<file path="src/rtl/alu_pipe.sv">
// alu_pipe: two-stage valid/ready ALU; S1 holds captured operands, S2 holds the registered result and flags.
// The sticky overflow flag records delivered overflows until it is cleared.
module alu_pipe #(
    parameter int WIDTH = 8
) (
    input  logic             clk,
    input  logic             rst_n,
    input  logic             in_valid,
    output logic             in_ready,
    input  logic [WIDTH-1:0] a,
    input  logic [WIDTH-1:0] b,
    input  logic [2:0]       op,
    output logic             out_valid,
    input  logic             out_ready,
    output logic [WIDTH-1:0] result,
    output logic             zero,
    output logic             negative,
    output logic             carry,
    output logic             overflow,
    input  logic             clr_sticky,
    output logic             ovf_sticky
);
    localparam int SW = $clog2(WIDTH);

    generate
        if (WIDTH != 4 && WIDTH != 8 && WIDTH != 16 && WIDTH != 32 && WIDTH != 64) begin : g_bad_width
            $error("alu_pipe: WIDTH must be a power of two from 4 to 64");
        end
    endgenerate

    logic             s1_valid_q, out_valid_q, sticky_q;
    logic [WIDTH-1:0] a_q, b_q, result_q, res_d;
    logic [2:0]       op_q;
    logic             z_q, n_q, c_q, v_q, c_d, v_d, advance;
    logic [SW-1:0]    sh;
    logic [WIDTH:0]   sum, diff, shl, shr;

    assign advance   = !out_valid_q || out_ready;
    assign in_ready  = !s1_valid_q || advance;
    assign sh        = b_q[SW-1:0];
    assign sum       = {1'b0, a_q} + {1'b0, b_q};
    assign diff      = {1'b0, a_q} - {1'b0, b_q};
    // Extra bit on the far side of each shift captures the last bit shifted out.
    assign shl       = {1'b0, a_q} << sh;
    assign shr       = {a_q, 1'b0} >> sh;

    always_comb begin
        res_d = '0;
        c_d   = 1'b0;
        v_d   = 1'b0;
        case (op_q)
            3'b000: begin
                {c_d, res_d} = sum;
                v_d = (a_q[WIDTH-1] == b_q[WIDTH-1]) && (sum[WIDTH-1] != a_q[WIDTH-1]);
            end
            3'b001: begin
                {c_d, res_d} = diff;
                v_d = (a_q[WIDTH-1] != b_q[WIDTH-1]) && (diff[WIDTH-1] != a_q[WIDTH-1]);
            end
            3'b010: res_d = a_q & b_q;
            3'b011: res_d = a_q | b_q;
            3'b100: res_d = a_q ^ b_q;
            3'b101: {c_d, res_d} = shl;
            3'b110: {res_d, c_d} = shr;
            default: res_d = ~a_q;
        endcase
    end

    always_ff @(posedge clk or negedge rst_n) begin
        if (!rst_n) begin
            s1_valid_q <= 1'b0;
            a_q        <= '0;
            b_q        <= '0;
            op_q       <= '0;
        end else if (in_ready) begin
            s1_valid_q <= in_valid;
            if (in_valid) begin
                a_q  <= a;
                b_q  <= b;
                op_q <= op;
            end
        end
    end

    always_ff @(posedge clk or negedge rst_n) begin
        if (!rst_n) begin
            out_valid_q <= 1'b0;
            result_q    <= '0;
            z_q         <= 1'b0;
            n_q         <= 1'b0;
            c_q         <= 1'b0;
            v_q         <= 1'b0;
        end else if (advance) begin
            out_valid_q <= s1_valid_q;
            if (s1_valid_q) begin
                result_q <= res_d;
                z_q      <= ~|res_d;
                n_q      <= res_d[WIDTH-1];
                c_q      <= c_d;
                v_q      <= v_d;
            end
        end
    end

    // Set beats clear when a delivered overflow coincides with clr_sticky.
    always_ff @(posedge clk or negedge rst_n) begin
        if (!rst_n)                            sticky_q <= 1'b0;
        else if (out_valid_q && out_ready && v_q) sticky_q <= 1'b1;
        else if (clr_sticky)                   sticky_q <= 1'b0;
    end

    assign out_valid  = out_valid_q;
    assign result     = result_q;
    assign zero       = z_q;
    assign negative   = n_q;
    assign carry      = c_q;
    assign overflow   = v_q;
    assign ovf_sticky = sticky_q;
endmodule

</file>
<file path="config.mk">
export PLATFORM = sky130hd
export DESIGN_NAME = alu_pipe
export DESIGN_NICKNAME = d
export VERILOG_FILES = /design/src/rtl/alu_pipe.sv
export SDC_FILE = /design/constraint.sdc
export NUM_CORES = 1
export LEC_CHECK = 0
export CAP_MARGIN = 5
export CELL_PAD_IN_SITES_DETAIL_PLACEMENT = 1
export CELL_PAD_IN_SITES_GLOBAL_PLACEMENT = 1
export CORE_MARGIN = 2
export CORE_UTILIZATION = 38
export DETAILED_ROUTE_END_ITERATION = 8
export PLACE_DENSITY = 0.85
export SLEW_MARGIN = 20
export SYNTH_ARGS = -nofsm -noshare
export SYNTH_HDL_FRONTEND = slang
export SYNTH_SLANG_ARGS = --single-unit
export TNS_END_PERCENT = 1
</file>
<file path="constraint.sdc">
create_clock -name clk -period 2.8 [get_ports clk]
set_input_delay 0.56 -clock clk [delete_from_list [all_inputs] [get_ports clk]]
set_output_delay 0.56 -clock clk [all_outputs]
set_load 0.02 [all_outputs]
</file>
==> results.py, run 1 <==
metrics = {
    "placement": {
        "place_hpwl_mm": 8.090,
        "pre_cts_ws_ns": 0.1315,
        "gp_congestion": 0.9914,
        "numPortBuffers": 38,
        "dp.cells": 499,
        "post_dp_cell_area_um2": 3816,
    },
    "floorplan": {
        "start_util_pct": 39.18,
        "die_w_um": 96.05,
        "dieArea_um2": 9225,
        "core-area_um2": 8217,
        "pin_count": 39,
        "die_h_um": 96.05,
        "num_rows": 33,
    },
    "detailed_routing": {
        "drtIter0Drc": 301,
        "drc": 0,
        "firstDrtPassIters": 5,
        "wirelength_mm": 10.60,
        "avgRoutedWirePerCell_um": 20.87,
        "dr_total_vias": 3041,
        "antenna_left": 0,
        "vias_per_cell": 5.986,
    },
    "cells_and_area": {
        "area_growth_pct": 21.96,
        "n_antenna_cell": 0,
        "fin_cells": 508,
        "fill_cells": 949,
        "final_layout_size_suffix_gt1_share_pct": 19.11,
        "final_area_um2": 3926,
        "multi_input_area_um2": 2161,
        "finalNetCount": 453,
        "final_core_util_pct": 47.78,
        "register_area_um2": 829.5,
    },
    "yosys": {
        "synth_warnings": 0,
        "synth_async_sr_flop_share_pct": 100.0,
        "synth.distinct_cells": 59,
        "syn_inst": 353,
        "ys_seq_area_share_pct": 25.65,
        "synth_edf_count": 0,
        "syn_area_per_cell_um2": 9.120,
        "syn-num-nets": 404,
        "synth_area_um2": 3219,
        "ys_ff_latch": 33,
        "synthFlopType": "dfrtp_1",
    },
    "global_route": {
        "grtUsageTotal_pct": 24.53,
        "grt_first_pass_wirelength_mm": 17.38,
        "grt_antenna_before_repair": 0,
        "grt_overflow": 0,
        "grt_pass1_vias": 3305,
        "grt_max_degree": 34,
    },
    "timing": {
        "slew_headroom_pct": 55.66,
        "fin_skew_ns": 0.01103,
        "timing_worst_slew_pin_value_ns": 0.6601,
        "hold_ws_ns": 0.4842,
        "fin_crit_ns": 2.656,
        "setup_tns_ns": 0,
        "drv_slew": 0,
        "finalHoldViolations": 0,
        "setup_viol": 0,
        "fmax_mhz": 376.5,
        "setup_ws_ns": 0.1442,
        "fin_crit_sh_pct": 94.85,
    },
    "worst_setup_path": {
        "critPathKind": "reg2reg",
        "crit_path_start_kind": "flop",
        "required_ns": 2.98,
        "crit_arrival_ns": 2.84,
        "cp_max_fo": 7,
        "end_kind": "flop",
    },
    "cts": {
        "clock_sinks": 33,
        "cts_max_path_buffers": 2,
        "numCtsBuffers": 5,
        "cts_tree": "done",
        "clk_pin_slew_ns": 0.08,
        "cts_hold_buffers": 0,
        "clk_latency_ns": 0.30,
        "h-tree-depth": 2,
        "cts_root_buffer": "clkbuf_8",
    },
    "power_and_ir_drop": {
        "power_mw": 2.565,
        "ir_drop_mv": 0.3486,
        "leakage_nw": 1.661,
        "power_density_nw_per_um2": 653.3,
    },
    "hold_path": {
        "min_path_type": "reg2reg",
    },
    "flow_run": {
        "cap_violations": 0,
    },
    "run_status": {
        "status": "finished, final reports clean",
    },
}
routing by layer:
layer	wire length (um)	track usage, %	up-vias
met2	5316	41.03	110
met5	0	0	-
met1	4616	33.77	1515
li1	-	-	1391
met3	459	2.349	25
met4	212	6.667	0
timing repair:
item | CTS | global route
buffers inserted | 0 | 1
endpoints found under the setup margin | 0 | 2
resized for setup | 0 | 6
where the power goes:
| part | total (mW) | internal [mW] | switching [mW] | leakage [nW] |
|---|---|---|---|---|
| clock | 0.370 | 0.173 | 0.197 | 0.0450 |
| combinational | 1.52 | 0.686 | 0.834 | 1.22 |
| sequential | 0.674 | 0.580 | 0.0948 | 0.393 |
| total | 2.56 | 1.44 | 1.13 | 1.66 |
logic make-up after synthesis:
family                   after synthesis  synth area share, %
AND/OR/NAND/NOR                      102                17.02
AO/OA/AOI/OAI                         86                18.81
buffers and inverters                 56                7.734
multiplexers                          42                17.92
flip-flops                            33                25.65
adder cells (fa/ha/maj)               27                10.96
XOR/XNOR                               7                1.904
synth_stat cells (2+ instances only):
master | n | area [um2]
a211o_1 | 2 | 17.52
a211oi_1 | 4 | 30.03
a21oi_1 | 17 | 85.08
a221oi_1 | 2 | 17.52
a22oi_1 | 5 | 37.54
a31oi_1 | 4 | 25.02
a32o_1 | 4 | 40.04
a32oi_1 | 3 | 26.28
and2_1 | 2 | 12.51
buf_2 | 13 | 65.06
buf_4 | 2 | 15.01
buf_6 | 2 | 22.52
clkbuf_1 | 10 | 37.54
dfrtp_1 | 33 | 825.8
fa_1 | 2 | 40.04
ha_1 | 25 | 312.8
inv_1 | 29 | 108.9
mux2_2 | 22 | 247.7
mux2i_1 | 10 | 100.1
mux4_1 | 3 | 78.83
mux4_2 | 6 | 135.1
nand2_1 | 25 | 93.84
nand2b_1 | 12 | 75.07
nand3_1 | 9 | 45.04
nand3b_1 | 4 | 30.03
nor2_1 | 14 | 52.55
nor2b_1 | 5 | 31.28
nor3_1 | 15 | 75.07
nor3b_1 | 2 | 15.01
nor4_1 | 5 | 31.28
o2111ai_1 | 3 | 26.28
o21ai_0 | 22 | 110.1
o21bai_1 | 3 | 22.52
o22ai_1 | 3 | 18.77
xnor2_1 | 7 | 61.31
registers in the layout, summed over array words and instances, names as in the netlist:
signal	cells
out_valid	1
a_q	8
overflow	1
result	8
op_q	3
zero	1
ovf_sticky	1
b_q	8
carry	1
s1_valid_q	1
placed cells by master, fill, tap and decap left out, types with 5 or more instances in the layout:
cell / n
nor4_1: 5
buf_4: 31
xnor2_1: 7
nor2_1: 14
ha_1: 24
nor2b_1: 5
nand2_1: 25
a21oi_1: 17
mux2_2: 22
mux4_2: 6
dfrtp_1: 30
o21ai_0: 22
nand2b_1: 12
nand3_1: 9
clkdlybuf4s50_1: 38
clkbuf_8: 5
mux2i_1: 10
a22oi_1: 5
inv_1: 29
nor3_1: 15
worst max-delay path, stage by stage, from the launching register on:
cell and delay [ns]:
dfrtp_2 0.46, ha_1 0.25, fa_1 0.52, o21ai_0 0.15, a221oi_2 0.32, a32o_1 0.24, and4b_1 0.21, nand3_1 0.09
o41ai_2 0.30
area by class of cell:
cell class,instances,share of cell area [%]
repair buffers,69,15.62
multi-input cells,264,55.03
clock inverters,2,0.2549
flip-flops and latches,33,21.13
well taps,105,3.346
clock buffers,6,1.848
inverters,29,2.772
worst paths after layout:
kind                            from  slack (ns)         to  cells after the start
min reg2reg                result[1]        0.48  result[1]                      2
min in group asynchronous      rst_n        0.66     b_q[2]                      2
min                        result[1]        0.48  result[1]                      2
max                           b_q[0]        0.14       zero                      8
max in group asynchronous      rst_n        1.78     b_q[0]                      2
max reg2reg                   b_q[0]        0.14       zero                      8
(Power assumes the default switching activity.)
==> run 2, diff against run 1 <==
Settings changed: CAP_MARGIN 5 to unset, CTS_BUF_LIST set to sky130_fd_sc_hd__clkbuf_8.
==> run 2 against run 1 <==
  * Count of clock-buffer cells in the layout fell by 1
  * Largest cell class unchanged
  * Wire length rose by 0.12%
  * Combinational power about the same
  * Worst hold slack improved by 0.0029 ns
==> results.py, run 2 (synthesis results as in run 1) <==
metrics = {
    "cts": {
        "cts_tree": "done",
        "numCtsBuffers": 5,
        "clock_sinks": 33,
        "cts_max_path_buffers": 2,
        "cts_root_buffer": "clkbuf_8",
        "h-tree-depth": 2,
        "clk_pin_slew_ns": 0.08,
        "cts_hold_buffers": 0,
        "clk_latency_ns": 0.29,
    },
    "detailed_routing": {
        "wirelength_mm": 10.62,
        "drc": 0,
        "avgRoutedWirePerCell_um": 20.90,
        "drtIter0Drc": 349,
        "dr_total_vias": 3060,
        "vias_per_cell": 6.024,
        "firstDrtPassIters": 5,
        "antenna_left": 0,
    },
    "timing": {
        "hold_ws_ns": 0.4871,
        "fin_crit_sh_pct": 94.91,
        "drv_slew": 0,
        "fin_crit_ns": 2.658,
        "finalHoldViolations": 0,
        "timing_worst_slew_pin_value_ns": 0.6358,
        "fin_skew_ns": 0.01108,
        "setup_ws_ns": 0.1425,
        "fmax_mhz": 376.3,
        "slew_headroom_pct": 57.29,
        "setup_viol": 0,
    },
    "global_route": {
        "grt_max_degree": 34,
        "grt_antenna_before_repair": 0,
        "grt_overflow": 0,
        "grtUsageTotal_pct": 24.53,
        "grt_first_pass_wirelength_mm": 17.38,
        "grt_pass1_vias": 3311,
    },
    "floorplan": {
        "die_w_um": 96.05,
        "start_util_pct": 39.18,
        "die_h_um": 96.05,
        "num_rows": 33,
        "dieArea_um2": 9225,
        "core-area_um2": 8217,
        "pin_count": 39,
    },
    "worst_setup_path": {
        "end_kind": "flop",
        "path_buf_inv": 0,
        "crit_family": "compound AO/OA/AOI/OAI gates",
        "crit_slowest_cell": "fa_1",
        "crit_cells": 8,
        "crit_path_start_kind": "flop",
        "crit_arrival_ns": 2.84,
        "cp_max_fo": 7,
        "crit_chain": "ha_1 > fa_1 > o21ai_0 > a221oi_2 > a32o_1 > and4b_1 > nand3_1 > o41ai_2",
        "critPathMaxStageDelay_ns": 0.52,
        "required_ns": 2.98,
        "critPathKind": "reg2reg",
        "r2r_cells": 8,
    },
    "power_and_ir_drop": {
        "power_density_nw_per_um2": 651.5,
        "ir_drop_mv": 0.3489,
        "leakage_nw": 1.665,
        "power_mw": 2.558,
    },
    "hold_path": {
        "hold_path_depth": 2,
        "min_path_type": "reg2reg",
    },
    "cells_and_area": {
        "final_layout_size_suffix_gt1_share_pct": 19.11,
        "fill_cells": 949,
        "finalNetCount": 453,
        "area_growth_pct": 21.96,
        "final_area_um2": 3926,
        "n_antenna_cell": 0,
        "most-common-layout-cells": "clkdlybuf4s50_1 (38), buf_4 (31), inv_1 (30), dfrtp_1 (30), nand2_1 (25)",
        "layout_commonest_cell": "clkdlybuf4s50_1",
    },
    "flow_run": {
        "cap_violations": 0,
    },
    "placement": {
        "place_hpwl_mm": 8.090,
        "post_dp_cell_area_um2": 3816,
        "numPortBuffers": 38,
        "pre_cts_ws_ns": 0.1315,
        "gp_congestion": 0.9914,
    },
    "run_status": {
        "status": "finished, final reports clean",
    },
}
==> run 2: cell count changes in the layout (fill, tap and decap cells not counted) <==
cell / delta
clkbuf_1: -1
inv_1: +1
==> run 2: tightest hold or removal path, cell delays in order (launching register included) <==
cell and delay, ns:
dfrtp_1 0.35, nand2_1 0.05, o21ai_0 0.06
==> run 2: timing repair <==
action,CTS,global route
setup endpoints to repair,0,2
buffers inserted,0,1
resized for setup,0,6
==> run 2: cell type report <==
class / instances / area [um2] / share of cell area (%)
Clock buffer: 5 / 68.82 / 1.753
Sequential cell: 33 / 829.5 / 21.13
Timing Repair Buffer: 69 / 613.1 / 15.62
Clock inverter: 3 / 13.76 / 0.3505
Inverter: 29 / 108.9 / 2.772
Multi-Input combinational cell: 264 / 2161 / 55.03
Tap cell: 105 / 131.4 / 3.346
==> run 2: power breakdown <==
group | total, mW | leakage [nW] | switching (mW) | internal, mW
sequential | 0.675 | 0.393 | 0.0952 | 0.580
combinational | 1.52 | 1.22 | 0.834 | 0.686
clock | 0.363 | 0.0491 | 0.194 | 0.169
total | 2.56 | 1.67 | 1.12 | 1.43
==> run 2: layer usage <==
layer / track usage [%] / part of all wire (%)
met4: 6.786 / 1.7
met3: 2.349 / 4.8
met5: 0 / 0
met2: 41.09 / 51
met1: 33.67 / 43
==> run 2: stage by stage <==
| stage | instances | util, % | TNS [ns] |
|---|---|---|---|
| 2_1_floorplan | 353 | - | 0 |
| 3_3_place_gp | 499 | 46.44 | 0 |
| 3_5_place_dp | 499 | 46.44 | 0 |
| 4_1_cts | 507 | 47.45 | 0 |
| 5_1_grt | 508 | 47.78 | -0.00005262 |
| 6_report | 508 | 47.78 | 0 |
==> run 2: path summary, 6_finish.rpt <==
path,slack [ns],endpoint,startpoint
setup / recovery,0.14,zero,b_q[0]
hold / removal,0.49,result[1],result[1]
setup reg to reg,0.14,zero,b_q[0]
hold reg to reg,0.49,result[1],result[1]
max in group asynchronous,1.78,b_q[0],rst_n
min in group asynchronous,0.66,b_q[2],rst_n
==> run 3, diff against run 2 <==
Settings changed: ABC_AREA set to 1, CORE_UTILIZATION 38 to 37, PLACE_DENSITY 0.85 to 0.89.
==> run 3 against run 2 <==
  * Total power shrank 5.4%
  * Count of clock-buffer cells in the layout unchanged
  * Wire length is 2.3% lower
  * Global-route usage rose by 0.19 points
  * Area after synthesis decreased by 4.0%
  * First-iteration DRC count is 52% lower
  * Flip-flop and latch count stayed put
  * Final cell count is 22% higher
  * Critical path depth is 4 higher
  * Critical path type unchanged
  * Largest power group unchanged
==> results.py, run 3 <==
metrics = {
    "run_status": {
        "status": "finished, final reports clean",
    },
    "yosys": {
        "synth_edf_count": 0,
        "yosys.area.top_type_share_pct": 26.72,
        "syn_area_per_cell_um2": 6.372,
        "syn_inst": 485,
        "synth_async_sr_flop_share_pct": 100.0,
        "synth_warnings": 0,
        "syn-num-nets": 536,
        "synthFlopType": "dfrtp_1",
        "synth.distinct_cells": 32,
        "ys_seq_area_share_pct": 26.72,
        "synth_common_cells": "nand2_1 (123), nand3_1 (80), nor2_1 (64)",
        "synth_most_common_cell": "nand2_1",
        "yosysTopAreaCell": "dfrtp_1",
        "ys_top_cells_by_area": "dfrtp_1 (27%), nand2_1 (15%), nand3_1 (13%)",
        "synth_area_um2": 3090,
        "ys_ff_latch": 33,
    },
    "timing": {
        "slew_headroom_pct": 52.55,
        "finalHoldViolations": 0,
        "timing_worst_slew_pin_value_ns": 0.7079,
        "fin_crit_sh_pct": 91.28,
        "rsz0062_at_grt": "no",
        "drv_slew": 0,
        "setup_tns_ns": 0,
        "fin_crit_ns": 2.556,
        "setup_viol": 0,
        "fin_skew_ns": 0.01123,
        "fmax_mhz": 391.3,
    },
    "cts": {
        "clk_latency_ns": 0.30,
        "cts_hold_buffers": 0,
        "cts_max_path_buffers": 2,
        "h-tree-depth": 2,
        "clock_sinks": 33,
        "cts_tree": "done",
        "cts_setup_buffers": 0,
        "clk_pin_slew_ns": 0.08,
        "numCtsBuffers": 5,
        "cts_root_buffer": "clkbuf_8",
        "cts.repair.resized": 0,
    },
    "worst_setup_path": {
        "path_buf_inv": 0,
        "crit_path_start_kind": "flop",
        "crit_chain": "ha_1 > fa_1 > nand3_1 > nand2_1 > a21oi_1 > nor2_1 > nor2_1 > nor2_1 > o21ai_0 > nand3_1 > nand2_1 > nand2_1",
        "required_ns": 2.99,
        "crit_slowest_cell": "dfrtp_1",
        "reg2reg_from": "b_q[0]",
        "crit_family": "adder cells",
        "crit_arrival_ns": 2.75,
        "r2r_cells": 12,
        "r2r-end": "carry",
        "cp_max_fo": 12,
        "rrSetupSlack_ns": 0.24,
        "critPathKind": "reg2reg",
        "critPathMaxStageDelay_ns": 0.55,
        "end_kind": "flop",
    },
    "power_and_ir_drop": {
        "p_clk_share_pct": 15.8,
        "p_switching_mw": 1.181,
        "ir_drop_mv": 0.2756,
        "p_seq_share_pct": 29.6,
        "leakage_nw": 1.822,
        "swShare_pct": 48.80,
        "p_int_mw": 1.239,
        "power_density_nw_per_um2": 668.9,
        "comb_power_share_pct": 54.6,
    },
    "cells_and_area": {
        "fin_cells": 621,
        "finalNetCount": 566,
        "layout_commonest_cell": "nand2_1",
        "area_growth_pct": 17.04,
        "most-common-layout-cells": "nand2_1 (123), nand3_1 (80), nor2_1 (64)",
        "n_antenna_cell": 0,
        "final_layout_size_suffix_gt1_share_pct": 5.039,
    },
    "detailed_routing": {
        "drtIter0Drc": 169,
        "dr_total_vias": 3322,
        "antenna_left": 0,
        "avgRoutedWirePerCell_um": 16.70,
        "wirelength_mm": 10.37,
        "vias_per_cell": 5.349,
        "firstDrtPassIters": 4,
        "drc": 0,
    },
    "placement": {
        "dp.cells": 613,
        "numPortBuffers": 38,
        "place_hpwl_mm": 8.045,
        "gp_congestion": 1.006,
    },
    "hold_path": {
        "min_from": "result[2]",
        "min_path_type": "reg2reg",
        "hold_path_depth": 2,
        "hold_end": "result[2]",
    },
    "global_route": {
        "grt_antenna_before_repair": 0,
        "grt_first_pass_wirelength_mm": 17.35,
        "grt_pass1_vias": 3430,
        "grt_max_degree": 40,
        "grtUsageTotal_pct": 24.72,
        "grt_overflow": 0,
    },
    "floorplan": {
        "core-area_um2": 8175,
        "pin_count": 39,
        "die_h_um": 95.39,
        "num_rows": 33,
        "dieArea_um2": 9099,
        "start_util_pct": 37.80,
        "die_w_um": 95.39,
    },
    "flow_run": {
        "cap_violations": 0,
    },
}
-- run 3: final cells by class --
class	instances	area, um2
fill	1102	4558
multi-input combinational	374	1938
sequential	33	825.8
timing repair buffer	43	417.9
inverter	58	217.7
tap	105	131.4
clock buffer	5	68.82
clock inverter	3	17.52
-- run 3: worst max-delay path by stage --
stage                start  endpoint  slack, ns  cells after the start
floorplan           b_q[1]      zero       0.46                     15
global placement    b_q[0]      zero       0.37                     11
detailed placement  b_q[0]     carry       0.31                     12
CTS                 b_q[0]     carry       0.28                     12
global route        b_q[0]      zero       0.09                     15
finish              b_q[0]     carry       0.24                     12
-- run 3: stage by stage --
stage	cell area, um2	total power [mW]	util (%)	setup slack, ns	hold WS, ns
after CTS	3617	2.421	44.25	0.2841	0.4934
after floorplan	3090	1.565	-	0.4598	0.2644
after global routing	3617	2.629	44.25	0.08638	0.5146
after global placement	3531	1.962	43.19	0.3705	0.4663
after detailed placement	3531	2.023	43.19	0.3051	0.4752
final	3617	2.419	44.25	0.2441	0.4859
-- run 3: power by group through the flow --
| stage | sequential (mW) | combinational, mW | clock (mW) |
|---|---|---|---|
| after floorplan | 0.756 | 0.809 | 0 |
| after global placement | 0.714 | 1.25 | 0 |
| after detailed placement | 0.725 | 1.30 | 0 |
| after CTS | 0.715 | 1.31 | 0.396 |
| after global routing | 0.734 | 1.48 | 0.418 |
| final | 0.715 | 1.32 | 0.383 |
-- run 3: worst reg2reg max path, cell delays in order (launching register included) --
cell and delay, ns:
dfrtp_1 0.55, ha_1 0.38, fa_1 0.45, nand3_1 0.12, nand2_1 0.09, a21oi_1 0.22
nor2_1 0.08, nor2_1 0.09, nor2_1 0.05, o21ai_0 0.17, nand3_1 0.12, nand2_1 0.08
nand2_1 0.05
-- run 3: metal layers --
metal | track usage (%) | share of wire (%) | vias to the layer above
li1 | - | - | 1627
met1 | 31.66 | 44 | 1588
met2 | 41.73 | 48 | 86
met3 | 3.399 | 5.0 | 21
met4 | 10.36 | 2.8 | 0
met5 | 0 | 0 | -
-- run 3: kinds of logic after synthesis --
kind of cell	count (synthesis)	synth area share, %
AND/OR/NAND/NOR	290	41.26
buffers and inverters	78	10.57
AO/OA/AOI/OAI	56	9.757
flip-flops	33	26.72
adder cells (fa/ha/maj)	27	11.42
XOR/XNOR	1	0.2835
